<file path="src/rtl/md_sequencer_if.sv">
// ---------------------------------------------------------------------------
// md_sequencer_if
// Bundle between the core's control unit and the multiply/divide sequencer.
//   master : core side. It drives start/is_mult/is_unsigned/op_a/op_b for
//            MULT/MULTU/DIV/DIVU and lhr_ren/lhr_is_hi for MFHI/MFLO. It
//            receives rdata, hi, lo, busy, stall, done and div_by_zero.
//   slave  : sequencer side, with the directions reversed.
// ---------------------------------------------------------------------------
interface md_sequencer_if #(
  parameter int WIDTH = 32
);
  logic             start;
  logic             is_mult;
  logic             is_unsigned;
  logic [WIDTH-1:0] op_a;
  logic [WIDTH-1:0] op_b;
  logic             lhr_ren;
  logic             lhr_is_hi;
  logic [WIDTH-1:0] rdata;
  logic [WIDTH-1:0] hi;
  logic [WIDTH-1:0] lo;
  logic             busy;
  logic             stall;
  logic             done;
  logic             div_by_zero;

  modport master (
    output start, is_mult, is_unsigned, op_a, op_b, lhr_ren, lhr_is_hi,
    input  rdata, hi, lo, busy, stall, done, div_by_zero
  );

  modport slave (
    input  start, is_mult, is_unsigned, op_a, op_b, lhr_ren, lhr_is_hi,
    output rdata, hi, lo, busy, stall, done, div_by_zero
  );
endinterface

</file>
<file path="src/rtl/md_sequencer.sv">
// ---------------------------------------------------------------------------
// md_sequencer
// Multi-cycle sequencer for MULT/MULTU/DIV/DIVU. It also owns the HI/LO pair.
// Multiply uses iterative shift-add and divide uses restoring division. Both
// work on operand magnitudes, and signs are corrected in a final FIX cycle.
// Latency is fixed: a start accepted in cycle 0 makes new HI/LO visible with
// done=1 in cycle WIDTH+3.
// Ports:
//   clk  : rising-edge clock
//   rst  : synchronous active-high reset. It aborts any operation in flight.
//   bus  : md_sequencer_if.slave
//          inputs : start, is_mult, is_unsigned, op_a, op_b, lhr_ren, lhr_is_hi
//          outputs: rdata (combinational HI/LO read mux), hi, lo, busy,
//                   stall, done (1-cycle pulse), div_by_zero (sticky)
// ---------------------------------------------------------------------------
module md_sequencer #(
  parameter int WIDTH = 32
) (
  input logic         clk,
  input logic         rst,
  md_sequencer_if.slave bus
);

  localparam int CNT_W = $clog2(WIDTH);

  typedef enum logic [1:0] {
    ST_IDLE = 2'd0,
    ST_PREP = 2'd1,
    ST_CALC = 2'd2,
    ST_FIX  = 2'd3
  } state_t;

  state_t               state_r;
  state_t               state_nxt_s;
  logic                 accept_s;

  logic [WIDTH-1:0]     a_r;
  logic [WIDTH-1:0]     b_r;
  logic                 is_mult_r;
  logic                 is_unsigned_r;
  logic [WIDTH:0]       mag_a_r;
  logic [WIDTH:0]       mag_b_r;
  logic                 neg_res_r;
  logic                 neg_rem_r;
  // Upper WIDTH+1 bits: partial product or remainder.
  // Lower WIDTH bits: multiplier or dividend, which becomes the quotient.
  logic [2*WIDTH:0]     acc_r;
  logic [CNT_W-1:0]     cnt_r;
  logic [WIDTH-1:0]     hi_r;
  logic [WIDTH-1:0]     lo_r;
  logic                 done_r;
  logic                 dbz_r;

  logic [WIDTH+1:0]     mul_sum_s;
  logic [2*WIDTH:0]     mul_next_s;
  logic [2*WIDTH:0]     div_shift_s;
  logic [WIDTH+1:0]     div_trial_s;
  logic [2*WIDTH:0]     div_next_s;
  logic [2*WIDTH-1:0]   prod_fix_s;
  logic [WIDTH-1:0]     quo_fix_s;
  logic [WIDTH-1:0]     rem_fix_s;
  logic                 div_zero_s;

  // Magnitude in WIDTH+1 bits, so that |INT_MIN| is representable.
  function automatic logic [WIDTH:0] magnitude(input logic [WIDTH-1:0] v,
                                               input logic             is_signed);
    logic [WIDTH:0] ext_v;
    ext_v = {v[WIDTH-1] & is_signed, v};
    if (is_signed && v[WIDTH-1]) begin
      magnitude = (WIDTH+1)'(0) - ext_v;
    end else begin
      magnitude = ext_v;
    end
  endfunction

  // State register.
  always_ff @(posedge clk) begin
    if (rst) begin
      state_r <= ST_IDLE;
    end else begin
      state_r <= state_nxt_s;
    end
  end

  // Next-state logic and start acceptance.
  always_comb begin
    state_nxt_s = state_r;
    accept_s    = 1'b0;
    case (state_r)
      ST_IDLE: begin
        if (bus.start) begin
          accept_s    = 1'b1;
          state_nxt_s = ST_PREP;
        end else begin
          state_nxt_s = ST_IDLE;
        end
      end
      ST_PREP: state_nxt_s = ST_CALC;
      ST_CALC: begin
        if (cnt_r == CNT_W'(0)) begin
          state_nxt_s = ST_FIX;
        end else begin
          state_nxt_s = ST_CALC;
        end
      end
      ST_FIX:  state_nxt_s = ST_IDLE;
      default: state_nxt_s = ST_IDLE;
    endcase
  end

  // One iteration of each algorithm, computed from the current accumulator.
  always_comb begin
    // Multiply: conditionally add the multiplicand, then shift the whole
    // accumulator right by one.
    mul_sum_s = {1'b0, acc_r[2*WIDTH:WIDTH]} + {1'b0, mag_a_r};
    if (acc_r[0]) begin
      mul_next_s = {mul_sum_s, acc_r[WIDTH-1:1]};
    end else begin
      mul_next_s = {2'b00, acc_r[2*WIDTH:WIDTH], acc_r[WIDTH-1:1]};
    end
    // Divide: shift left, then trial-subtract the divisor from the remainder.
    div_shift_s = {acc_r[2*WIDTH-1:0], 1'b0};
    div_trial_s = {1'b0, div_shift_s[2*WIDTH:WIDTH]} - {1'b0, mag_b_r};
    if (div_trial_s[WIDTH+1]) begin
      div_next_s = div_shift_s;
    end else begin
      div_next_s = {div_trial_s[WIDTH:0], div_shift_s[WIDTH-1:1], 1'b1};
    end
  end

  // Sign correction of the final magnitudes.
  always_comb begin
    if (neg_res_r) begin
      prod_fix_s = (2*WIDTH)'(0) - acc_r[2*WIDTH-1:0];
      quo_fix_s  = WIDTH'(0) - acc_r[WIDTH-1:0];
    end else begin
      prod_fix_s = acc_r[2*WIDTH-1:0];
      quo_fix_s  = acc_r[WIDTH-1:0];
    end
    if (neg_rem_r) begin
      rem_fix_s = WIDTH'(0) - acc_r[2*WIDTH-1:WIDTH];
    end else begin
      rem_fix_s = acc_r[2*WIDTH-1:WIDTH];
    end
    div_zero_s = !is_mult_r && (b_r == WIDTH'(0));
  end

  // Datapath, HI/LO and status registers.
  always_ff @(posedge clk) begin
    if (rst) begin
      a_r           <= WIDTH'(0);
      b_r           <= WIDTH'(0);
      is_mult_r     <= 1'b0;
      is_unsigned_r <= 1'b0;
      mag_a_r       <= (WIDTH+1)'(0);
      mag_b_r       <= (WIDTH+1)'(0);
      neg_res_r     <= 1'b0;
      neg_rem_r     <= 1'b0;
      acc_r         <= (2*WIDTH+1)'(0);
      cnt_r         <= CNT_W'(0);
      hi_r          <= WIDTH'(0);
      lo_r          <= WIDTH'(0);
      done_r        <= 1'b0;
      dbz_r         <= 1'b0;
    end else begin
      done_r <= (state_r == ST_FIX);
      case (state_r)
        ST_IDLE: begin
          if (accept_s) begin
            a_r           <= bus.op_a;
            b_r           <= bus.op_b;
            is_mult_r     <= bus.is_mult;
            is_unsigned_r <= bus.is_unsigned;
            dbz_r         <= 1'b0;
          end
        end
        ST_PREP: begin
          mag_a_r   <= magnitude(a_r, !is_unsigned_r);
          mag_b_r   <= magnitude(b_r, !is_unsigned_r);
          neg_res_r <= !is_unsigned_r && (a_r[WIDTH-1] ^ b_r[WIDTH-1]);
          neg_rem_r <= !is_unsigned_r && a_r[WIDTH-1];
          // Multiply iterates over the multiplier bits; divide shifts
          // dividend bits into the remainder.
          if (is_mult_r) begin
            acc_r <= {(WIDTH+1)'(0), magnitude(b_r, !is_unsigned_r)};
          end else begin
            acc_r <= {(WIDTH+1)'(0), magnitude(a_r, !is_unsigned_r)};
          end
          cnt_r <= CNT_W'(WIDTH-1);
        end
        ST_CALC: begin
          if (is_mult_r) begin
            acc_r <= mul_next_s;
          end else begin
            acc_r <= div_next_s;
          end
          if (cnt_r != CNT_W'(0)) begin
            cnt_r <= cnt_r - CNT_W'(1);
          end
        end
        ST_FIX: begin
          if (is_mult_r) begin
            hi_r <= prod_fix_s[2*WIDTH-1:WIDTH];
            lo_r <= prod_fix_s[WIDTH-1:0];
          end else if (div_zero_s) begin
            // Division by zero has a defined result and sets a sticky flag.
            hi_r  <= a_r;
            lo_r  <= {WIDTH{1'b1}};
            dbz_r <= 1'b1;
          end else begin
            hi_r <= rem_fix_s;
            lo_r <= quo_fix_s;
          end
        end
        default: begin
          cnt_r <= CNT_W'(0);
        end
      endcase
    end
  end

  assign bus.hi          = hi_r;
  assign bus.lo          = lo_r;
  assign bus.done        = done_r;
  assign bus.div_by_zero = dbz_r;
  assign bus.busy        = (state_r != ST_IDLE);
  assign bus.stall       = (state_r != ST_IDLE) && (bus.start || bus.lhr_ren);
  assign bus.rdata       = bus.lhr_is_hi ? hi_r : lo_r;

endmodule

</file>
<file path="src/flat_wrapper.sv">
// flat-port wrapper written by rule: the top's interface ports become plain ports
module md_sequencer_flat 
#(
  parameter int WIDTH = 32
)
  (clk, rst, bus_start, bus_is_mult, bus_is_unsigned, bus_op_a, bus_op_b, bus_lhr_ren, bus_lhr_is_hi, bus_rdata, bus_hi, bus_lo, bus_busy, bus_stall, bus_done, bus_div_by_zero);
  md_sequencer_if #(.WIDTH(WIDTH)) bus_i ();
  input logic clk;
  input logic rst;
  input wire logic [$bits(bus_i.start)-1:0] bus_start;
  input wire logic [$bits(bus_i.is_mult)-1:0] bus_is_mult;
  input wire logic [$bits(bus_i.is_unsigned)-1:0] bus_is_unsigned;
  input wire logic [$bits(bus_i.op_a)-1:0] bus_op_a;
  input wire logic [$bits(bus_i.op_b)-1:0] bus_op_b;
  input wire logic [$bits(bus_i.lhr_ren)-1:0] bus_lhr_ren;
  input wire logic [$bits(bus_i.lhr_is_hi)-1:0] bus_lhr_is_hi;
  output wire logic [$bits(bus_i.rdata)-1:0] bus_rdata;
  output wire logic [$bits(bus_i.hi)-1:0] bus_hi;
  output wire logic [$bits(bus_i.lo)-1:0] bus_lo;
  output wire logic [$bits(bus_i.busy)-1:0] bus_busy;
  output wire logic [$bits(bus_i.stall)-1:0] bus_stall;
  output wire logic [$bits(bus_i.done)-1:0] bus_done;
  output wire logic [$bits(bus_i.div_by_zero)-1:0] bus_div_by_zero;
  assign bus_i.start = bus_start;
  assign bus_i.is_mult = bus_is_mult;
  assign bus_i.is_unsigned = bus_is_unsigned;
  assign bus_i.op_a = bus_op_a;
  assign bus_i.op_b = bus_op_b;
  assign bus_i.lhr_ren = bus_lhr_ren;
  assign bus_i.lhr_is_hi = bus_lhr_is_hi;
  assign bus_rdata = bus_i.rdata;
  assign bus_hi = bus_i.hi;
  assign bus_lo = bus_i.lo;
  assign bus_busy = bus_i.busy;
  assign bus_stall = bus_i.stall;
  assign bus_done = bus_i.done;
  assign bus_div_by_zero = bus_i.div_by_zero;
  md_sequencer #(.WIDTH(WIDTH)) u_core (.clk(clk), .rst(rst), .bus(bus_i));
endmodule
</file>
<file path="config.mk">
export PLATFORM = sky130hd
export DESIGN_NAME = md_sequencer_flat
export DESIGN_NICKNAME = d
export VERILOG_FILES = /design/src/rtl/md_sequencer_if.sv /design/src/rtl/md_sequencer.sv /design/src/flat_wrapper.sv
export SDC_FILE = /design/constraint.sdc
export NUM_CORES = 1
export LEC_CHECK = 0
export ABC_AREA = 1
export CAP_MARGIN = 0
export CORE_MARGIN = 8
export CORE_UTILIZATION = 50
export DETAILED_ROUTE_END_ITERATION = 8
export MAX_ROUTING_LAYER = met4
export PLACE_DENSITY = 0.7
export SETUP_SLACK_MARGIN = 0.05
export SYNTH_ARGS = -nofsm -noshare
export SYNTH_HDL_FRONTEND = slang
export SYNTH_SLANG_ARGS = --single-unit
</file>
<file path="constraint.sdc">
create_clock -name clk -period 2.9 [get_ports clk]
set_clock_uncertainty 0.2 [all_clocks]
set_input_delay 0.435 -clock clk [delete_from_list [all_inputs] [get_ports clk]]
set_output_delay 0.435 -clock clk [all_outputs]
set_load 0.01 [all_outputs]
</file>
==> metrics.yaml <==
status: "complete, no violations"
maxCapViolations: 0
grt_pass1_wl_mm: 142
ctsRootBufferMaster: "clkbuf_16"
min_path_cells: 4
synth_seq_area_share: 0.249
rr_worst_depth: 8
h-tree-depth: 2
end_kind: "register"
globalRouteMet3Util: 0.0835
numPortBuffers: 170
finalCritPeriodShare: 0.948
post-place-ws_ps: 185
grt_usage: 0.377
die_height_um: 225
met1_usage: 0.506
finalSetupViolCount: 0
core_region_area_sq_um: 43100
fillCellCount: 4427
crit_required_ps: 3120
synth-main-ff-cell: "dfxtp_1"
dieArea_sq_um: 50600
insertion_delay_ps: 580
start_kind: "register"
antenna_found_initial: 1
avgViaCountPerCell: 5.68
post-route-min-period_ps: 2750
ant_nets: 0
slew_headroom: 0.389
synth_edf_count: 0
timing.final.ws_setup_ps: 151
clock_path_buffers: 3
max_freq_ghz: 0.364
cellPowerDensity_nw_per_um2: 588
holdBufCountCts: 0
r2r_end: "u_core.acc_r[19]$_SDFFE_PP0P_"
num_vias: 25562
critPathLaunch: "u_core.a_r[1]$_SDFFE_PP0P_"
synthArstFlopShare: 0
cts_tree: "done"
crit_arrival_ps: 2970
hold_viol: 0
register_area_sq_um: 5450
die_x_um: 225
grt_overflow: 0
setup-tns-final_ps: 0
wl_mm: 96.2
synth_cell_type_count: 54
synth_top_area_share: 0.249
drive_gt1_frac: 0.0702
pin_count: 171
cts_made_buffers: 35
rsz0062_at_grt: "false"
netSwitchingPower_uw: 6380
place_hpwl_mm: 77.5
gp_congestion: 1.11
start_util: 0.507
netlist_area_sq_um: 21800
area_delta_synth_final_pct: 18.9
busiest_layer: "met2"
critical_path_class: "reg -> reg"
rows: 76
path_clk_slew_ps: 60
combPwrFrac: 0.394
grt_max_degree: 75
slew_viol_final: 0
cts.sinks: 272
crit_end: "u_core.acc_r[19]$_SDFFE_PP0P_"
drc: 0
rr_startpoint: "u_core.a_r[1]$_SDFFE_PP0P_"
synth_cells: 3720
avgRoutedWirePerCell_um: 21.4
p_int_uw: 8870
ys_warn_count: 0
cp_max_fo: 5
worstHoldStart: "rst"
switching_share: 0.418
grt_pass1_vias: 22886
worst_pin_slew_ps: 907
r2r_slack_ps: 150
drt_pass1_iterations: 6
yosysTopAreaCell: "dfxtp_1"
seq_power_share: 0.290
nets: 4039
drtIter0Drc: 3225
synth.avg_cell_area_sq_um: 5.87
ir_drop_mv: 0.613
multi_input_area_sq_um: 13800
synth_seq_cells: 272
min_path_type: "in -> reg"
syn_nets: 3868
grt.met2_usage: 0.536
power.share.clock: 0.316
synth_area_leaders: "dfxtp_1, nand2_1, inv_1"
p_leak_uw: 0.0124
## cells by family (layout without fill, tap and decap cells)
group	count (synthesis)	count (layout)	share of synthesized area
simple gates	1821	1821	0.350
compound gates	740	740	0.183
buf+inv	683	880	0.120
flops	272	272	0.249
xor+xnor	115	115	0.0461
fa+ha+maj	77	77	0.0448
mux	12	12	0.00619
other cells	0	1	0
## worst min path at each step
stage | end
floorplan | u_core.mag_b_r[32]$_SDFFE_PP0P_
global placement | u_core.mag_a_r[15]$_SDFFE_PP0P_
detailed placement | u_core.mag_a_r[0]$_SDFFE_PP0P_
CTS | u_core.a_r[26]$_SDFFE_PP0P_
global route | u_core.a_r[23]$_SDFFE_PP0P_
finish | u_core.a_r[26]$_SDFFE_PP0P_
## layout make-up
| type | count | share of cell area |
|---|---|---|
| repair buffers | 306 | 0.108 |
| well taps | 585 | 0.0282 |
| flip-flops and latches | 272 | 0.210 |
| multi-input cells | 2765 | 0.531 |
| diodes | 1 | 0.0000965 |
| inverters | 511 | 0.0741 |
| clock buffers | 47 | 0.0374 |
| clock inverters | 16 | 0.0108 |
## synth_stat cells (all sizes together) (15+ instances only)
master  number
o21ai      297
clkbuf     130
o211ai      43
nand3      313
nor2       351
nand2     1055
inv        507
nand4       40
nand3b      15
ha          75
dfxtp      272
nor3        24
xor2       106
a21oi      324
buf         42
a31oi       36
## state kept, by name (all words and copies together), names as in the netlist
name	count
u_core.a_r	32
u_core.acc_r	65
u_core.b_r	32
u_core.bus.div_by_zero	1
u_core.bus.done	1
u_core.bus.hi	32
u_core.bus.lo	32
u_core.cnt_r	5
u_core.is_mult_r	1
u_core.is_unsigned_r	1
u_core.mag_a_r	33
u_core.mag_b_r	33
u_core.neg_rem_r	1
u_core.neg_res_r	1
u_core.state_r	2
## per-stage QoR
stage	area (sq um)	std cells	total power (uW)	hold WS, ps	util
after floorplan	21800	3720	8070	220	-
after global placement	24600	4435	10200	245	0.572
after detailed placement	24600	4435	10200	251	0.572
after CTS	25900	4498	15000	19.1	0.601
after global routing	25900	4502	15900	58.8	0.602
final	25900	4503	15200	27.9	0.602
## layout by cell type, fill, tap and decap left out, types with 3 or more instances in the layout
master              n
a21o_1              3
dfxtp_1           267
nand4_1            37
o221ai_1           11
a21oi_1           322
mux2_2             12
nor2_4              5
a31oi_1            36
clkbuf_8            5
inv_1             499
and2_1              7
nor3_1             23
or2_2               8
buf_12              7
nand3_2             4
clkbuf_16          35
nand3_1           309
o22ai_1            12
nand2_2             9
ha_1               73
clkbuf_1            7
o21ai_1             8
clkdlybuf4s50_1   168
inv_2               8
nor2_2             13
xor2_1            106
xnor2_1             9
buf_4             129
dfxtp_2             4
nand2_1          1042
bufinv_16           6
nand2_4             4
o211ai_1           42
inv_6               3
o21ai_0           288
nor2_1            332
o21bai_1            4
nor4_1              5
nand3b_1           15
## worst max-delay path: stages (launching register included)
cell      delay, ps
dfxtp_1         290
inv_1           290
nand3_1         150
nor2_1          150
nand3_1         130
o21ai_1         380
xor2_1          250
o211ai_1        630
a21oi_1         130
## power groups by stage
stage | combinational (uW) | sequential (uW) | clock (uW)
6_report | 6000 | 4420 | 4820
5_1_grt | 6460 | 4440 | 4980
4_1_cts | 5790 | 4400 | 4860
3_5_place_dp | 5750 | 4480 | 0
3_3_place_gp | 5760 | 4470 | 0
2_1_floorplan | 3730 | 4330 | 0
## per-layer routing
| layer | share of wire | up-vias | wire length [um] |
|---|---|---|---|
| met5 | 0 | - | 0 |
| met1 | 0.42 | 11536 | 40600 |
| met2 | 0.41 | 1458 | 39600 |
| met3 | 0.12 | 232 | 11200 |
| li1 | - | 12336 | - |
| met4 | 0.050 | 0 | 4820 |
## timing repair
item	CTS	global route
hold endpoints to repair	0	0
gates resized for setup	0	9
setup buffers	0	4
setup endpoints to repair	0	25
Note: power is estimated with default switching activity, not from simulation.
